### src/rtl/fsb_ram_arb.sv
// rtl/fsb_ram_arb.sv - FSB local-RAM access arbiter with periodic refresh
module fsb_ram_arb #(
    parameter logic [3:0] RAM_BASE     = 4'h4, // FSB_A[31:28] value that selects local RAM
    parameter int         WS           = 2,    // wait cycles in ACCESS (0..15)
    parameter int         REF_INTERVAL = 780,  // refresh period in FSBCLK cycles (>= 16)
    parameter int         REF_LEN      = 4     // RAM_nREF low time in cycles (1..15)
) (
    input  logic        FSBCLK,     // single clock, rising edge
    input  logic        RESET,      // synchronous, active high
    input  logic        CPU_nAS,    // CPU address strobe, active low
    input  logic        CPU_RnW,    // 1 = read, 0 = write
    input  logic [31:0] FSB_A,      // FSB address
    output logic [23:0] RAM_A,      // latched FSB_A[25:2]
    output logic        RAM_nCS,    // RAM select, active low
    output logic        RAM_nWE,    // RAM write enable, active low
    output logic        RAM_nREF,   // RAM refresh strobe, active low
    output logic        CPU_nSTERM, // synchronous cycle termination, active low
    output logic        BUSY        // state is not IDLE
);

    localparam int               REF_W    = $clog2(REF_INTERVAL);
    localparam logic [REF_W-1:0] REF_LOAD = REF_W'(REF_INTERVAL - 1);
    localparam logic [3:0]       WS_LOAD  = 4'(WS);
    localparam logic [3:0]       LEN_LOAD = 4'(REF_LEN - 1);

    typedef enum logic [2:0] {
        IDLE,
        ACCESS,
        TERM,
        WAITAS,
        REFRESH
    } state_t;

    state_t           state;
    logic [REF_W-1:0] ref_cnt;
    logic             ref_pend;
    logic [3:0]       wait_cnt;
    logic [3:0]       len_cnt;
    logic             cpu_req;
    logic             ref_tick;
    logic             unused_fsb_a;

    assign cpu_req      = !CPU_nAS && (FSB_A[31:28] == RAM_BASE);
    assign ref_tick     = (ref_cnt == '0);
    assign BUSY         = (state != IDLE);
    assign unused_fsb_a = ^{FSB_A[27:26], FSB_A[1:0]};

    always_ff @(posedge FSBCLK) begin
        if (RESET) begin
            state      <= IDLE;
            RAM_A      <= '0;
            RAM_nCS    <= 1'b1;
            RAM_nWE    <= 1'b1;
            RAM_nREF   <= 1'b1;
            CPU_nSTERM <= 1'b1;
            ref_cnt    <= REF_LOAD;
            ref_pend   <= 1'b0;
            wait_cnt   <= '0;
            len_cnt    <= '0;
        end else begin
            // Free-running refresh timer; a pending request is never queued twice.
            if (ref_tick) begin
                ref_cnt  <= REF_LOAD;
                ref_pend <= 1'b1;
            end else begin
                ref_cnt <= ref_cnt - 1'b1;
            end

            case (state)
                IDLE: begin
                    if (ref_pend) begin
                        // Refresh beats the CPU; the CPU request is simply re-sampled later.
                        state    <= REFRESH;
                        ref_pend <= ref_tick;
                        len_cnt  <= LEN_LOAD;
                        RAM_nREF <= 1'b0;
                    end else if (cpu_req) begin
                        state    <= ACCESS;
                        RAM_A    <= FSB_A[25:2];
                        RAM_nWE  <= CPU_RnW;
                        RAM_nCS  <= 1'b0;
                        wait_cnt <= WS_LOAD;
                    end
                end
                ACCESS: begin
                    if (CPU_nAS) begin
                        // CPU abandoned the cycle: drop the RAM without terminating.
                        state   <= IDLE;
                        RAM_nCS <= 1'b1;
                        RAM_nWE <= 1'b1;
                    end else if (wait_cnt == '0) begin
                        state      <= TERM;
                        CPU_nSTERM <= 1'b0;
                    end else begin
                        wait_cnt <= wait_cnt - 1'b1;
                    end
                end
                TERM: begin
                    state      <= WAITAS;
                    RAM_nCS    <= 1'b1;
                    RAM_nWE    <= 1'b1;
                    CPU_nSTERM <= 1'b1;
                end
                WAITAS: begin
                    // Hold off until the strobe is released so one strobe means one access.
                    if (CPU_nAS) begin
                        state <= IDLE;
                    end
                end
                REFRESH: begin
                    if (len_cnt == '0) begin
                        state    <= IDLE;
                        RAM_nREF <= 1'b1;
                    end else begin
                        len_cnt <= len_cnt - 1'b1;
                    end
                end
                default: begin
                    state <= IDLE;
                end
            endcase
        end
    end

endmodule

### config.mk
export PLATFORM = sky130hd
export DESIGN_NAME = fsb_ram_arb
export DESIGN_NICKNAME = d
export VERILOG_FILES = /design/src/rtl/fsb_ram_arb.sv
export SDC_FILE = /design/constraint.sdc
export NUM_CORES = 1
export LEC_CHECK = 0
export CELL_PAD_IN_SITES_DETAIL_PLACEMENT = 1
export CELL_PAD_IN_SITES_GLOBAL_PLACEMENT = 2
export CORE_MARGIN = 4
export CORE_UTILIZATION = 30
export CTS_CLUSTER_SIZE = 24
export DETAILED_ROUTE_END_ITERATION = 10
export GPL_TIMING_DRIVEN = 0
export MAX_ROUTING_LAYER = met4
export PLACE_DENSITY_LB_ADDON = 0.1
export SLEW_MARGIN = 0
export SYNTH_ARGS = -nofsm -noshare
export SYNTH_HDL_FRONTEND = slang
export SYNTH_SLANG_ARGS = --single-unit
### constraint.sdc
create_clock -name FSBCLK -period 6.3 [get_ports FSBCLK]
set_input_delay 1.575 -clock FSBCLK [delete_from_list [all_inputs] [get_ports FSBCLK]]
set_output_delay 1.575 -clock FSBCLK [all_outputs]
set_load 0.01 [all_outputs]
==> results of run 1 <==
[per-stage QoR]
| stage | std cells | total power [mW] | worst slack (ns) |
|---|---|---|---|
| 2_1_floorplan | 228 | 0.384 | 3.13 |
| 3_3_place_gp | 382 | 0.426 | 2.47 |
| 3_5_place_dp | 382 | 0.426 | 2.47 |
| 4_1_cts | 390 | 0.643 | 2.79 |
| 5_1_grt | 390 | 0.663 | 2.67 |
| 6_report | 390 | 0.629 | 2.82 |
[layer usage]
metal	wire length (um)	part of all wire [%]	global-route usage (%)
met1	2500	46	17.6
met4	53	0.98	4.52
met2	2640	49	22.2
met3	200	3.7	3.09
met5	0	0	-
[cell usage in the layout (no fill, tap or decap), types with 5 or more instances in the layout]
cell type / instances
a21oi_1: 10
clkbuf_1: 9
clkbuf_8: 7
clkdlybuf4s50_1: 58
dfxtp_1: 50
ha_1: 5
inv_1: 10
mux2i_1: 25
nand2_1: 7
nand3_1: 8
nor2_1: 40
nor3_1: 8
xor2_1: 6
[worst max-delay path by stage]
stage                      endpoint       from  slack (ns)
after floorplan            RAM_A[0]  FSB_A[29]        3.13
after global placement     RAM_A[6]  FSB_A[29]        2.47
after detailed placement  RAM_A[18]  FSB_A[29]        2.47
after CTS                 RAM_A[20]  FSB_A[29]        2.79
after global routing      RAM_A[17]  FSB_A[29]        2.67
final                     RAM_A[20]  FSB_A[29]        2.82
[cells in the mapped netlist, drive strengths merged, types with 2 or more instances]
| library cell | count |
|---|---|
| nand3b | 3 |
| mux2i | 25 |
| clkbuf | 9 |
| nand3 | 8 |
| dfxtp | 50 |
| nand2 | 7 |
| o31ai | 3 |
| xnor2 | 2 |
| inv | 10 |
| or4 | 3 |
| nand2b | 3 |
| or3b | 2 |
| ha | 5 |
| or2 | 2 |
| a31oi | 3 |
| or3 | 3 |
| a311oi | 2 |
| or4b | 2 |
| buf | 4 |
| nor2 | 40 |
| xor2 | 6 |
| nor3 | 8 |
| nor4 | 3 |
| a21oi | 10 |
[sequential cells by signal, summed over array words and instances, names as in the netlist]
signal,count
RAM_A,24
ref_cnt,10
len_cnt,4
wait_cnt,4
state,3
CPU_nSTERM,1
RAM_nCS,1
RAM_nREF,1
RAM_nWE,1
ref_pend,1
[layout make-up]
cell class	count	share of cell area, %
Inverter	10	1.26
Clock inverter	1	0.295
Sequential cell	50	33.7
Multi-Input combinational cell	155	35.0
Buffer	13	2.91
Timing Repair Buffer	58	19.5
Tap cell	96	4.04
Clock buffer	7	3.24
[power groups by stage]
stage	Clock, mW	Combinational [mW]	Sequential [mW]
final	0.211	0.0860	0.332
after detailed placement	0	0.0871	0.339
after floorplan	0	0.0444	0.340
after CTS	0.224	0.0875	0.332
after global routing	0.234	0.0952	0.333
after global placement	0	0.0872	0.339
[cell families after synthesis]
family | Yosys count | share of synthesized area (%)
flip-flops | 50 | 46.2
XOR/XNOR | 8 | 3.24
multiplexers | 25 | 11.6
buffers and inverters | 23 | 5.72
AO/OA/AOI/OAI | 29 | 9.08
adder cells (fa/ha/maj) | 5 | 2.89
AND/OR/NAND/NOR | 88 | 21.3
==> results.yml, run 1 <==
timing:
  max_freq_mhz: 287
  tightest_slew_ns: 0.744
  fin_hold_ws_ns: 0.446
  slew_headroom_pct: 50.0
  skew_ns: 0.00662
  hold_violations: 0
  setup_viol: 0
  fin_crit_ns: 3.49
  fin_tns_setup_ns: 0
  fin_crit_sh_pct: 55.3
  drv_slew: 0
  rsz0062_at_grt: "no"
cells_and_area:
  area.growth.synth_to_final_pct: 37.2
  finalInstanceArea_sq_um: 2970
  final_util_pct: 43.0
  nFillCells: 816
  drive_above_1_share_pct: 6.12
  regArea_sq_um: 1000
  multi_input_area_sq_um: 1040
  diodes: 0
  finalNetCount: 334
cts:
  ctsResizeCount: 0
  cts.hold.buffers_added: 0
  cts_made_buffers: 5
  clk_latency_ns: 0.30
  cts.sinks: 50
  ctsRootBufferMaster: "clkbuf_8"
  cts_tree: "built"
  cts_buffer_depth: 2
  path_clk_slew_ns: 0.10
  postCtsSetupRepairBufs: 0
  htree_num_levels: 2
route:
  drtIter0Drc: 25
  routed_wirelength_um: 5390
  vias: 1857
  drc_errors: 0
  detail-route-antenna-nets: 0
  via_per_inst: 4.76
  drt-wirelength-per-cell_um: 13.8
  drt-pass1-iter-count: 4
worst_setup_path:
  slowest_stage: "or4b_1"
  r2r_end: "RAM_A[20]"
  crit_chain: "clkdlybuf4s50_1, or4b_1, nor4_4, buf_8, mux2i_1, nor2_1"
  path_delay_family: "simple AND/OR/NAND/NOR gates"
  required_ns: 6.48
  critPathMaxStageDelay_ns: 0.61
  reg2reg_slack_ns: 4.09
  reg2reg_depth: 7
  path_depth: 6
  path_max_fanout: 10
  path_class: "input port to register"
  startpoint_type: "input port"
  crit_arrival_ns: 3.67
  rr_startpoint: "state[2]"
  end_kind: "register"
  critPathBufInv: 2
floorplan:
  dieHeight_um: 92.9
  start_util_pct: 31.3
  die_w_um: 92.9
  row_count: 30
  pin_count: 65
  die_area_sq_um: 8640
  core_sq_um: 6910
power:
  peakVddDrop_mv: 0.117
  clock_power_share_pct: 33.6
  seqPwrFrac_pct: 52.7
  swShare_pct: 24.7
  pwr-share-comb_pct: 13.7
  power.leakage_nw: 1.04
  power.switching_mw: 0.156
  intPower_mw: 0.473
  p_per_area_nw_per_um2: 212
synthesis:
  yosysSeqAreaShare_pct: 46.2
  ys_ff_latch: 50
  syn-num-nets: 269
  async_flop_share_pct: 0
  ys_types: 45
  yosys_most_used_dff: "dfxtp_1"
  synth_top_cell_by_area: "dfxtp_1"
  synth.area.top_cells: "dfxtp_1 46%, mux2i_1 12%, nor2_1 6.9%"
  synthCells: 228
  yosys.area.top_type_share_pct: 46.2
  avgSynthCellArea_sq_um: 9.49
  synth_edf_count: 0
  syn_area_sq_um: 2160
  synth_warnings: 0
place:
  port_buffers: 58
  hpwl_um: 4020
  gp_congestion: 0.776
  place_area_sq_um: 2870
min_path:
  hold_depth: 1
  min_path_type: "register to register"
  hold_end: "ref_cnt[0]"
  min-delay-start: "ref_cnt[0]"
global_route:
  grt_use_total_pct: 14.0
  grt_pass1_wl_um: 9480
  antenna_found_initial: 0
  grt-ovfl-total: 0
  grt_pass1_vias: 1962
  grt_max_degree: 16
run_status:
  outcome: "complete, no violations"
flow_run:
  cap_viol_max_count: 0
Note: power is estimated with default switching activity, not from simulation.
==> inputs of run 2 (changes only) <==
- CORE_UTILIZATION: 30 -> 25
- clock period: 6.3 -> 3.1 ns (I/O delays scaled with it)
==> results.yml, run 2 (synthesis results as in run 1) <==
run_status:
  outcome: "complete, no violations"
timing:
  hold_violations: 0
  skew_ns: 0.00435
  drv_slew: 0
  setup_viol: 0
  fin_crit_ns: 2.74
  max_freq_mhz: 365
  rsz0062_at_grt: "no"
  fin_crit_sh_pct: 88.4
  slew_headroom_pct: 45.4
  tightest_slew_ns: 0.812
  fin_tns_setup_ns: 0
power:
  intPower_mw: 1.00
  seqPwrFrac_pct: 50.9
  finalPower_mw: 1.33
  p_per_area_nw_per_um2: 443
  peakVddDrop_mv: 0.174
  clock_power_share_pct: 36.0
  swShare_pct: 24.6
  power.leakage_nw: 1.04
  pwr-share-comb_pct: 13.1
  power.switching_mw: 0.326
place:
  place_area_sq_um: 2880
  gp_congestion: 0.707
  port_buffers: 58
  dpl.cell_count: 391
  hpwl_um: 4180
global_route:
  grt_pass1_wl_um: 9380
  grt_pass1_vias: 1866
  grt_max_degree: 17
  antenna_found_initial: 0
  grt-ovfl-total: 0
  grt_use_total_pct: 11.7
cells_and_area:
  most-common-layout-cells: "58 x clkdlybuf4s50_1, 50 x dfxtp_1, 40 x nor2_1"
  multi_input_area_sq_um: 1040
  top_register: "RAM_A"
  finalInstanceArea_sq_um: 2990
  largest_reg_flops: 24
  layout_commonest_cell: "clkdlybuf4s50_1"
  diodes: 0
  drive_above_1_share_pct: 6.12
  final_util_pct: 36.0
  nFillCells: 957
  fin_cells: 399
  regArea_sq_um: 1000
  finalNetCount: 334
  area.growth.synth_to_final_pct: 38.1
  top_regs: "RAM_A (24), ref_cnt (10)"
worst_setup_path:
  crit_chain: "clkdlybuf4s50_1, or4b_1, nor4_4, buf_8, mux2i_1, nor2_1"
  path_max_fanout: 10
  required_ns: 3.29
  critPathMaxStageDelay_ns: 0.64
  path_delay_family: "simple AND/OR/NAND/NOR gates"
  critPathBufInv: 2
  path_class: "input port to register"
  end_kind: "register"
  slowest_stage: "nor4_4"
  startpoint_type: "input port"
  crit_arrival_ns: 2.93
  reg2reg_slack_ns: 0.82
floorplan:
  row_count: 33
  die_area_sq_um: 10200
  start_util_pct: 26.1
  die_w_um: 101
  dieHeight_um: 101
  pin_count: 65
  core_sq_um: 8300
min_path:
  min_path_type: "register to register"
route:
  drtIter0Drc: 57
  vias: 1815
  detail-route-antenna-nets: 0
  drt-wirelength-per-cell_um: 13.8
  via_per_inst: 4.55
  drc_errors: 0
  routed_wirelength_um: 5510
  drt-pass1-iter-count: 4
cts:
  cts.sinks: 50
  cts_made_buffers: 5
  postCtsSetupRepairBufs: 0
  clk_latency_ns: 0.30
  path_clk_slew_ns: 0.10
  cts.hold.buffers_added: 0
  cts_tree: "built"
  cts_buffer_depth: 2
  ctsResizeCount: 0
  ctsRootBufferMaster: "clkbuf_8"
  htree_num_levels: 2
flow_run:
  cap_viol_max_count: 0
## run 2: per-layer routing
metal | GRT usage [%] | wire (um) | vias up
li1 | - | - | 926
met1 | 15.7 | 2720 | 848
met2 | 17.4 | 2490 | 36
met3 | 2.91 | 270 | 5
met4 | 3.37 | 29 | 0
met5 | - | 0 | -
## run 2: power groups by stage
stage / clock [mW] / sequential (mW) / combinational, mW
final: 0.477 / 0.674 / 0.174
after global routing: 0.525 / 0.678 / 0.194
after CTS: 0.504 / 0.675 / 0.177
after detailed placement: 0 / 0.689 / 0.177
after global placement: 0 / 0.689 / 0.177
after floorplan: 0 / 0.690 / 0.0902
## run 2: per-stage QoR
step                      hold WS, ns  setup WS, ns
after floorplan                 0.391         0.726
after global placement          0.416       0.00102
after detailed placement        0.417       -0.0343
after CTS                       0.443         0.307
after global routing            0.476         0.188
final                           0.435         0.359
## run 2: final timing paths
check             cells past startpoint          to        from
hold / removal                        1  ref_cnt[0]  ref_cnt[0]
setup / recovery                      6   RAM_A[21]   FSB_A[29]
hold reg to reg                       1  ref_cnt[0]  ref_cnt[0]
setup reg to reg                      7   RAM_A[21]    state[2]
## run 2: area by class of cell
type / count / share of cell area (%)
repair buffers: 58 / 19.4
flip-flops and latches: 50 / 33.5
clock buffers: 5 / 2.30
clock inverters: 3 / 1.47
inverters: 10 / 1.26
multi-input cells: 155 / 34.8
well taps: 105 / 4.40
plain buffers: 13 / 2.89
